**src/rtl/mix_columns_seq.sv**
```systemverilog
// Sequential AES MixColumns / InvMixColumns: one column per cycle, 4-cycle latency, valid/ready handshakes.
// Define MIX_COLUMNS_SEQ_INV_EN to build the inverse column unit and honour inv_i.

module mix_col_fwd (
  input  logic [31:0] col_i,
  output logic [31:0] col_o
);
  function automatic logic [7:0] xt(input logic [7:0] b);
    return {b[6:0], 1'b0} ^ (b[7] ? 8'h1b : 8'h00);
  endfunction

  logic [7:0] a [4];
  logic [7:0] x [4];
  logic [7:0] b [4];

  always_comb begin
    for (int unsigned r = 0; r < 4; r++) begin
      a[r] = col_i[31-8*r -: 8];
      x[r] = xt(a[r]);
    end
    for (int unsigned r = 0; r < 4; r++) begin
      b[r] = x[r] ^ x[(r+1)%4] ^ a[(r+1)%4] ^ a[(r+2)%4] ^ a[(r+3)%4];
    end
    col_o = {b[0], b[1], b[2], b[3]};
  end
endmodule

module mix_col_inv (
  input  logic [31:0] col_i,
  output logic [31:0] col_o
);
  function automatic logic [7:0] xt(input logic [7:0] b);
    return {b[6:0], 1'b0} ^ (b[7] ? 8'h1b : 8'h00);
  endfunction

  logic [7:0] a  [4];
  logic [7:0] m9 [4];
  logic [7:0] mb [4];
  logic [7:0] md [4];
  logic [7:0] me [4];
  logic [7:0] b  [4];

  always_comb begin
    for (int unsigned r = 0; r < 4; r++) begin
      logic [7:0] x2, x4, x8;
      a[r]  = col_i[31-8*r -: 8];
      x2    = xt(a[r]);
      x4    = xt(x2);
      x8    = xt(x4);
      m9[r] = x8 ^ a[r];
      mb[r] = x8 ^ x2 ^ a[r];
      md[r] = x8 ^ x4 ^ a[r];
      me[r] = x8 ^ x4 ^ x2;
    end
    for (int unsigned r = 0; r < 4; r++) begin
      b[r] = me[r] ^ mb[(r+1)%4] ^ md[(r+2)%4] ^ m9[(r+3)%4];
    end
    col_o = {b[0], b[1], b[2], b[3]};
  end
endmodule

module mix_columns_seq #(
  parameter int unsigned BYTE0_MSB = 1
) (
  input  logic         clk,
  input  logic         reset,
  input  logic         in_valid_i,
  output logic         in_ready_o,
  input  logic [127:0] state_i,
  input  logic         inv_i,
  output logic         out_valid_o,
  input  logic         out_ready_i,
  output logic [127:0] state_o,
  output logic         busy_o
);
  typedef enum logic [1:0] {IDLE, RUN, DONE} fsm_t;

  fsm_t         fsm_q, fsm_d;
  logic [1:0]   col_cnt_q, col_cnt_d;
  logic [127:0] in_q, in_d;
  logic [127:0] out_q, out_d;
  logic [7:0]   in_bytes [16];
  logic [31:0]  col_in, fwd_res, col_res;

`ifdef MIX_COLUMNS_SEQ_INV_EN
  logic         inv_q, inv_d;
  logic [31:0]  inv_res;

  mix_col_inv u_inv (.col_i(col_in), .col_o(inv_res));
`else
  logic         unused_inv;
  assign unused_inv = inv_i;
`endif

  mix_col_fwd u_fwd (.col_i(col_in), .col_o(fwd_res));

  always_comb begin
    for (int unsigned k = 0; k < 16; k++) begin
      if (BYTE0_MSB != 0) in_bytes[k] = in_q[127-8*k -: 8];
      else                in_bytes[k] = in_q[8*k +: 8];
    end
    col_in = {in_bytes[{col_cnt_q, 2'd0}], in_bytes[{col_cnt_q, 2'd1}],
              in_bytes[{col_cnt_q, 2'd2}], in_bytes[{col_cnt_q, 2'd3}]};
`ifdef MIX_COLUMNS_SEQ_INV_EN
    col_res = inv_q ? inv_res : fwd_res;
`else
    col_res = fwd_res;
`endif
  end

  always_comb begin
    fsm_d     = fsm_q;
    col_cnt_d = col_cnt_q;
    in_d      = in_q;
    out_d     = out_q;
`ifdef MIX_COLUMNS_SEQ_INV_EN
    inv_d     = inv_q;
`endif
    unique case (fsm_q)
      IDLE: begin
        if (in_valid_i) begin
          in_d      = state_i;
`ifdef MIX_COLUMNS_SEQ_INV_EN
          inv_d     = inv_i;
`endif
          col_cnt_d = '0;
          fsm_d     = RUN;
        end
      end
      RUN: begin
        // Only the 4 bytes of the current column are overwritten; the rest hold.
        for (int unsigned k = 0; k < 16; k++) begin
          logic [3:0] kk;
          kk = 4'(k);
          if (kk[3:2] == col_cnt_q) begin
            if (BYTE0_MSB != 0) out_d[127-8*k -: 8] = col_res[31-8*kk[1:0] -: 8];
            else                out_d[8*k +: 8]     = col_res[31-8*kk[1:0] -: 8];
          end
        end
        col_cnt_d = col_cnt_q + 2'd1;
        if (col_cnt_q == 2'd3) fsm_d = DONE;
      end
      DONE: begin
        if (out_ready_i) fsm_d = IDLE;
      end
      default: fsm_d = IDLE;
    endcase
  end

  always_ff @(posedge clk) begin
    if (reset) begin
      fsm_q     <= IDLE;
      col_cnt_q <= '0;
      in_q      <= '0;
      out_q     <= '0;
`ifdef MIX_COLUMNS_SEQ_INV_EN
      inv_q     <= 1'b0;
`endif
    end else begin
      fsm_q     <= fsm_d;
      col_cnt_q <= col_cnt_d;
      in_q      <= in_d;
      out_q     <= out_d;
`ifdef MIX_COLUMNS_SEQ_INV_EN
      inv_q     <= inv_d;
`endif
    end
  end

  assign in_ready_o  = (fsm_q == IDLE);
  assign out_valid_o = (fsm_q == DONE);
  assign busy_o      = (fsm_q != IDLE);
  assign state_o     = out_q;
endmodule

```
**config.mk**
```make
export PLATFORM = sky130hd
export DESIGN_NAME = mix_columns_seq
export DESIGN_NICKNAME = d
export VERILOG_FILES = /design/src/rtl/mix_columns_seq.sv
export SDC_FILE = /design/constraint.sdc
export NUM_CORES = 1
export LEC_CHECK = 0
export CORE_MARGIN = 2
export CORE_UTILIZATION = 50
export DETAILED_ROUTE_END_ITERATION = 16
export PLACE_DENSITY = 0.78
export SYNTH_ARGS = -nofsm -noshare
export SYNTH_HDL_FRONTEND = slang
export SYNTH_HIERARCHICAL = 1
export SYNTH_SLANG_ARGS = --single-unit
```
**constraint.sdc**
```tcl
create_clock -name clk -period 2.9 [get_ports clk]
set_input_delay 0.29 -clock clk [delete_from_list [all_inputs] [get_ports clk]]
set_output_delay 0.29 -clock clk [all_outputs]
set_load 0.03 [all_outputs]
```
# After elaboration in Yosys (flattened, before gate mapping)
# Cells that the tools add are included.
[op_classes]
reduce_logical = 11
n_bitwise = 24
order_cmp = 4
n_div = 0
n_eq_ne = 9
shift = 0
mul = 0
n_mux = 24
n_addsub = 1
[ops]
columns = ["operator", "n"]
rows = [
  ["$xor 8x8->8", 20],
  ["$bmux 8 s4", 4],
  ["$mux 8", 9],
  ["$ge 5x5->1 const B", 4],
  ["$mux 5", 4],
  ["$not 4->5", 4],
  ["$mux 16", 1],
  ["$reduce_and 2->1", 6],
  ["$mux 2", 4],
  ["$pmux 2 s3", 1],
  ["$eq 2x2->1 const A", 2],
  ["$eq 2x2->1 const B", 2],
  ["$logic_not 2->1", 2],
  ["$ne 2x2->1 const B", 2],
  ["$pmux 2 s2", 1],
  ["$reduce_bool 2->1", 2],
  ["$reduce_and 3->1", 1],
  ["$add 2x1->2 const B", 1],
  ["$eq 1x2->1 const A", 1],
  ["$eq 2x1->1 const B", 1],
  ["$ne 2x1->1 const B", 1],
]
[word_totals]
ram_bits = 0
word_cells = 82
reg_bits = 260
input_bits = 133
latchBits = 0
mem_count = 0
romBits = 0

# Depth between registers and ports, before layout
[logic_depth]
word_depth = 12
mapped_depth = 9
mapped_depth_nobuf = 6

# Hierarchy
# Netlist, hierarchy kept.
[by_module_without_submodules]
columns = ["module", "area_per_inst_um2", "seq_area_each_um2", "instances", "cells_each"]
rows = [
  ["mix_columns_seq", 11826.3, 5205.0, 1, 1075],
  ["mix_col_fwd", 1034.7, 0.0, 1, 113],
]

# Least setup slack after synthesis
# No wires, ideal clock.
[synth_path]
path_type = "reg-to-reg"
start = "reg col_cnt_q[1]"
end = "reg out_q[107], in the netlist state_o[107]"
n_path_buf = 2
setup_ns = 0.122
required_ns = 2.778
path_slack_ns = 0.572
period_less_slack_ns = 2.328
arrival_time_ns = 2.207
path_stages_with_launch = 9
path_cell_list = "dfxtp_1 buf_2 buf_4 mux4_2 xnor2_1 xnor2_1 xor3_1 nand2b_1 mux2i_1"
[synth_between]
elab_cells_between_ends = 26
classes_between = "mux (14); bitwise (10); reduce/logical (2)"
[synth_lines]
columns = ["element", "line_no", "source"]
rows = [
  ["start: declaration", "79", "logic [1:0] col_cnt_q, col_cnt_d;"],
  ["start signal: assignment", "161", "col_cnt_q <= col_cnt_d;"],
  ["$not 4->5 (implied by the code)", "102", "col_in = {in_bytes[{col_cnt_q, 2'd0}], in_bytes[{col_cnt_q, 2'd1}],"],
  ["$bmux 8 s4", "102", ""],
  ["$mux 8 (implied by the code) (2 in a row)", "102", ""],
  ["named net col_in[19]", "83", "logic [31:0] col_in, fwd_res, col_res;"],
  ["$xor 8x8->8", "22", "b[r] = x[r] ^ x[(r+1)%4] ^ a[(r+1)%4] ^ a[(r+2)%4] ^ a[(r+3)%4];"],
  ["named net col_res[11]", "83", ""],
  ["end signal: assignment", "163", "out_q <= out_d;"],
  ["end: declaration", "81", "logic [127:0] out_q, out_d;"],
]
# The timed path passes the listed nets, and every way through them passes these cells. The select of a mux whose other input is x is not followed.
# A chain may end at the register's enable or synchronous reset.

# Worst setup path after layout
[layout_path]
start = "reg col_cnt_q[1]"
end = "reg out_q[107], in the netlist state_o[107]"
[layout_between]
elab_cells_between_ends = 26
classes_between = "mux (14); bitwise (10); reduce/logical (2)"
[layout_lines]
columns = ["element", "line_no"]
rows = [
  ["$not 4->5 (implied by the code)", "102"],
  ["$bmux 8 s4", "102"],
  ["$mux 8 (implied by the code) (2 in a row)", "102"],
  ["named net col_in[27]", "83"],
  ["$xor 8x8->8 (2 in a row)", "22"],
  ["named net col_res[11]", "83"],
]
# The timed path passes the listed nets, and every way through them passes these cells. The select of a mux whose other input is x is not followed.

==> impl_metrics.env <==
export IMPL_setup_viol=0
export IMPL_seqPwrFrac=0.417
export IMPL_h_tree_depth=1
export IMPL_gp_congestion=0.845
export IMPL_yosysWarnings=6
export IMPL_drive_gt1_frac=0.0696
export IMPL_yosysTopAreaCell="dfxtp_1"
export IMPL_synth_compound_area_frac=0.00292
export IMPL_hp_start="state_i[65]"
export IMPL_switching_share=0.279
export IMPL_wl_mm=29.7
export IMPL_grt_total_usage=0.214
export IMPL_worstSetupStartpointType="flop"
export IMPL_crit_type="flop to flop"
export IMPL_worst_slew_pin_slew_ns=0.884
export IMPL_crit_required_ns=3.28
export IMPL_io_buffers=262
export IMPL_cts_resized=0
export IMPL_synth_xor_area_frac=0.0783
export IMPL_slew_headroom=0.411
export IMPL_synthMuxAreaShare=0.255
export IMPL_route_detailed_vias_per_inst=4.98
export IMPL_wl_per_cell_um=17.0
export IMPL_dieHeight_um=164
export IMPL_hold_viol=0
export IMPL_synth_area_leaders="dfxtp_1 40%, nand2b_1 20%, mux2i_1 20%"
export IMPL_antenna_found_initial=1
export IMPL_grt_overflow_total=0
export IMPL_antenna_left=0
export IMPL_rsz0062_at_grt="no"
export IMPL_fin_tns_setup_ns=0
export IMPL_utilization=0.649
export IMPL_power_internal_uw=6750
export IMPL_syn_area_mm2=0.0129
export IMPL_hp_class="primary input to flop"
export IMPL_nets=1541
export IMPL_final_max_slew_violation_count=0
export IMPL_fill_cells=2028
export IMPL_synth_nets=1325
export IMPL_finalWorstSetupSlack_ns=0.271
export IMPL_grt_max_degree=190
export IMPL_synth_top_family_by_area="multiplexers"
export IMPL_antennaDiodeCount=0
export IMPL_grt_pass1_wl_mm=45.8
export IMPL_power_switching_uw=2610
export IMPL_min_period_ns=2.63
export IMPL_clkPwrFrac=0.356
export IMPL_syn_avg_cell_area_um2=10.8
export IMPL_rows=58
export IMPL_timing_rr_start="col_cnt_q[1]"
export IMPL_timing_final_crit_share=0.906
export IMPL_clock_path_buffers=3
export IMPL_yosys_area_share_adder=0.00389
export IMPL_core_mm2=0.0253
export IMPL_clkSinkCount=260
export IMPL_drt_iter0_drc=572
export IMPL_dpl_hpwl_mm=21.1
export IMPL_ys_seq_elements=260
export IMPL_dieWidth_um=164
export IMPL_critical_path_max_fanout=28
export IMPL_hold_buffers=0
export IMPL_pre_cts_slack_ns=0.275
export IMPL_area_growth_synth_to_final_pct=27.5
export IMPL_clock_fmax_mhz=380
export IMPL_cellPowerDensity_mw_per_mm2=571
export IMPL_start_util=0.509
export IMPL_drc=0
export IMPL_root_buffer="clkbuf_16"
export IMPL_cts_tree="built"
export IMPL_vdd_drop_max_mv=0.395
export IMPL_synthCells=1188
export IMPL_comb_power_share=0.227
export IMPL_synth_seq_area_share=0.405
export IMPL_synth_top_area_frac=0.405
export IMPL_endpoint_kind="flop"
export IMPL_vias=8726
export IMPL_critPathLaunch="col_cnt_q[1]"
export IMPL_yosysUniqueCellTypes=27
export IMPL_clk_pin_slew_ns=0.06
export IMPL_crit_arrival_ns=3.01
export IMPL_hold_ws_ns=0.326
export IMPL_leakagePower_uw=0.00660
export IMPL_cts_made_buffers=27
export IMPL_drtPass1Iterations=4
export IMPL_design_die_area_mm2=0.0270
export IMPL_finClkSkew_ns=0.0105
export IMPL_yosys_area_share_simple=0.210
export IMPL_max_cap_violations=0
export IMPL_status="completed"
export IMPL_grt_pass1_vias=8583
export IMPL_post_cts_buffers=0
export IMPL_clk_latency_ns=0.53
export IMPL_io_pins=264
[synthesized netlist by cell type (all sizes together)]
master   instances
a211oi           1
a21oi            1
and3b            1
buf             48
clkbuf          43
dfxtp          260
ha               4
inv              3
mux2i          256
mux4            32
nand2b         418
nand3b           3
nand4bb          1
nor2b            1
nor3b            1
o21ba            1
o31ai            2
or2              1
or3b             1
or4b             1
xnor2           87
xor2            21
xor3             1
[flip-flops by register name (all words and copies together) (netlist names)]
register   count
fsm_q          2
col_cnt_q      2
in_bytes     128
state_o      128
[power by group through the flow]
stage | clock (uW) | combinational, uW | sequential (uW)
2_1_floorplan | 0 | 1290 | 4110
3_3_place_gp | 0 | 2120 | 3980
3_5_place_dp | 0 | 2140 | 3990
4_1_cts | 3390 | 2140 | 3910
5_1_grt | 3540 | 2270 | 3930
6_report | 3330 | 2120 | 3910
[placed cells by master, fill, tap and decap left out, drive strengths merged]
| cell type | instances |
|---|---|
| clkinv | 5 |
| nor2b | 1 |
| inv | 3 |
| buf | 16 |
| clkdlybuf4s50 | 261 |
| xor2 | 21 |
| nand2b | 418 |
| nand3b | 3 |
| bufinv | 1 |
| or4b | 1 |
| or3b | 1 |
| nand4bb | 1 |
| a211oi | 1 |
| xnor2 | 87 |
| nor3b | 1 |
| ha | 4 |
| mux4 | 32 |
| o21ba | 1 |
| o31ai | 2 |
| dfxtp | 260 |
| a21oi | 1 |
| xor3 | 1 |
| or2 | 1 |
| and3b | 1 |
| mux2i | 256 |
| clkbuf | 43 |
[logic make-up after synthesis]
| family | after synthesis |
|---|---|
| and+or+nand+nor | 428 |
| muxes | 288 |
| DFF | 260 |
| xor gates and xnor gates | 109 |
| buffers and inverters | 94 |
| AOI/OAI and AO/OA | 5 |
| adders and majority gates | 4 |
[worst max-delay path, cell delays in order, from the launching register on]
cell and delay, ns:
dfxtp_2 0.35, buf_12 0.25, mux4_2 0.64, xnor2_1 0.35
xnor2_1 0.23, xor3_1 0.35, nand2b_1 0.19, mux2i_1 0.11
[layer usage]
layer | routed length, um | vias to the layer above | global-route usage
met5 | 13 | - | 0
met4 | 525 | 2 | 0.0494
met3 | 1520 | 42 | 0.0331
met2 | 13700 | 218 | 0.352
met1 | 13900 | 4139 | 0.297
li1 | - | 4325 | -
[final timing paths]
path	depth (start not counted)	endpoint	slack, ns
max	7	state_o[107]	0.27
min	3	in_bytes[65]	0.33
max reg2reg	7	state_o[107]	0.27
min reg2reg	2	in_bytes[126]	0.47
[per-stage QoR]
stage	std cells	total power, uW	cell area (um2)
floorplan	1188	5400	12900
global placement	1705	6090	15600
detailed placement	1705	6120	15600
CTS	1753	9440	16400
global route	1753	9740	16400
finish	1753	9360	16400
[cell type report]
type	count	area (um2)	area share
Sequential cell	260	5210	0.318
Tap cell	330	413	0.0252
Inverter	3	11.3	0.000687
Timing Repair Buffer	278	2830	0.173
Multi-Input combinational cell	834	7090	0.432
Clock buffer	42	792	0.0483
Clock inverter	6	55.1	0.00336
Note: power is estimated with default switching activity, not from simulation.
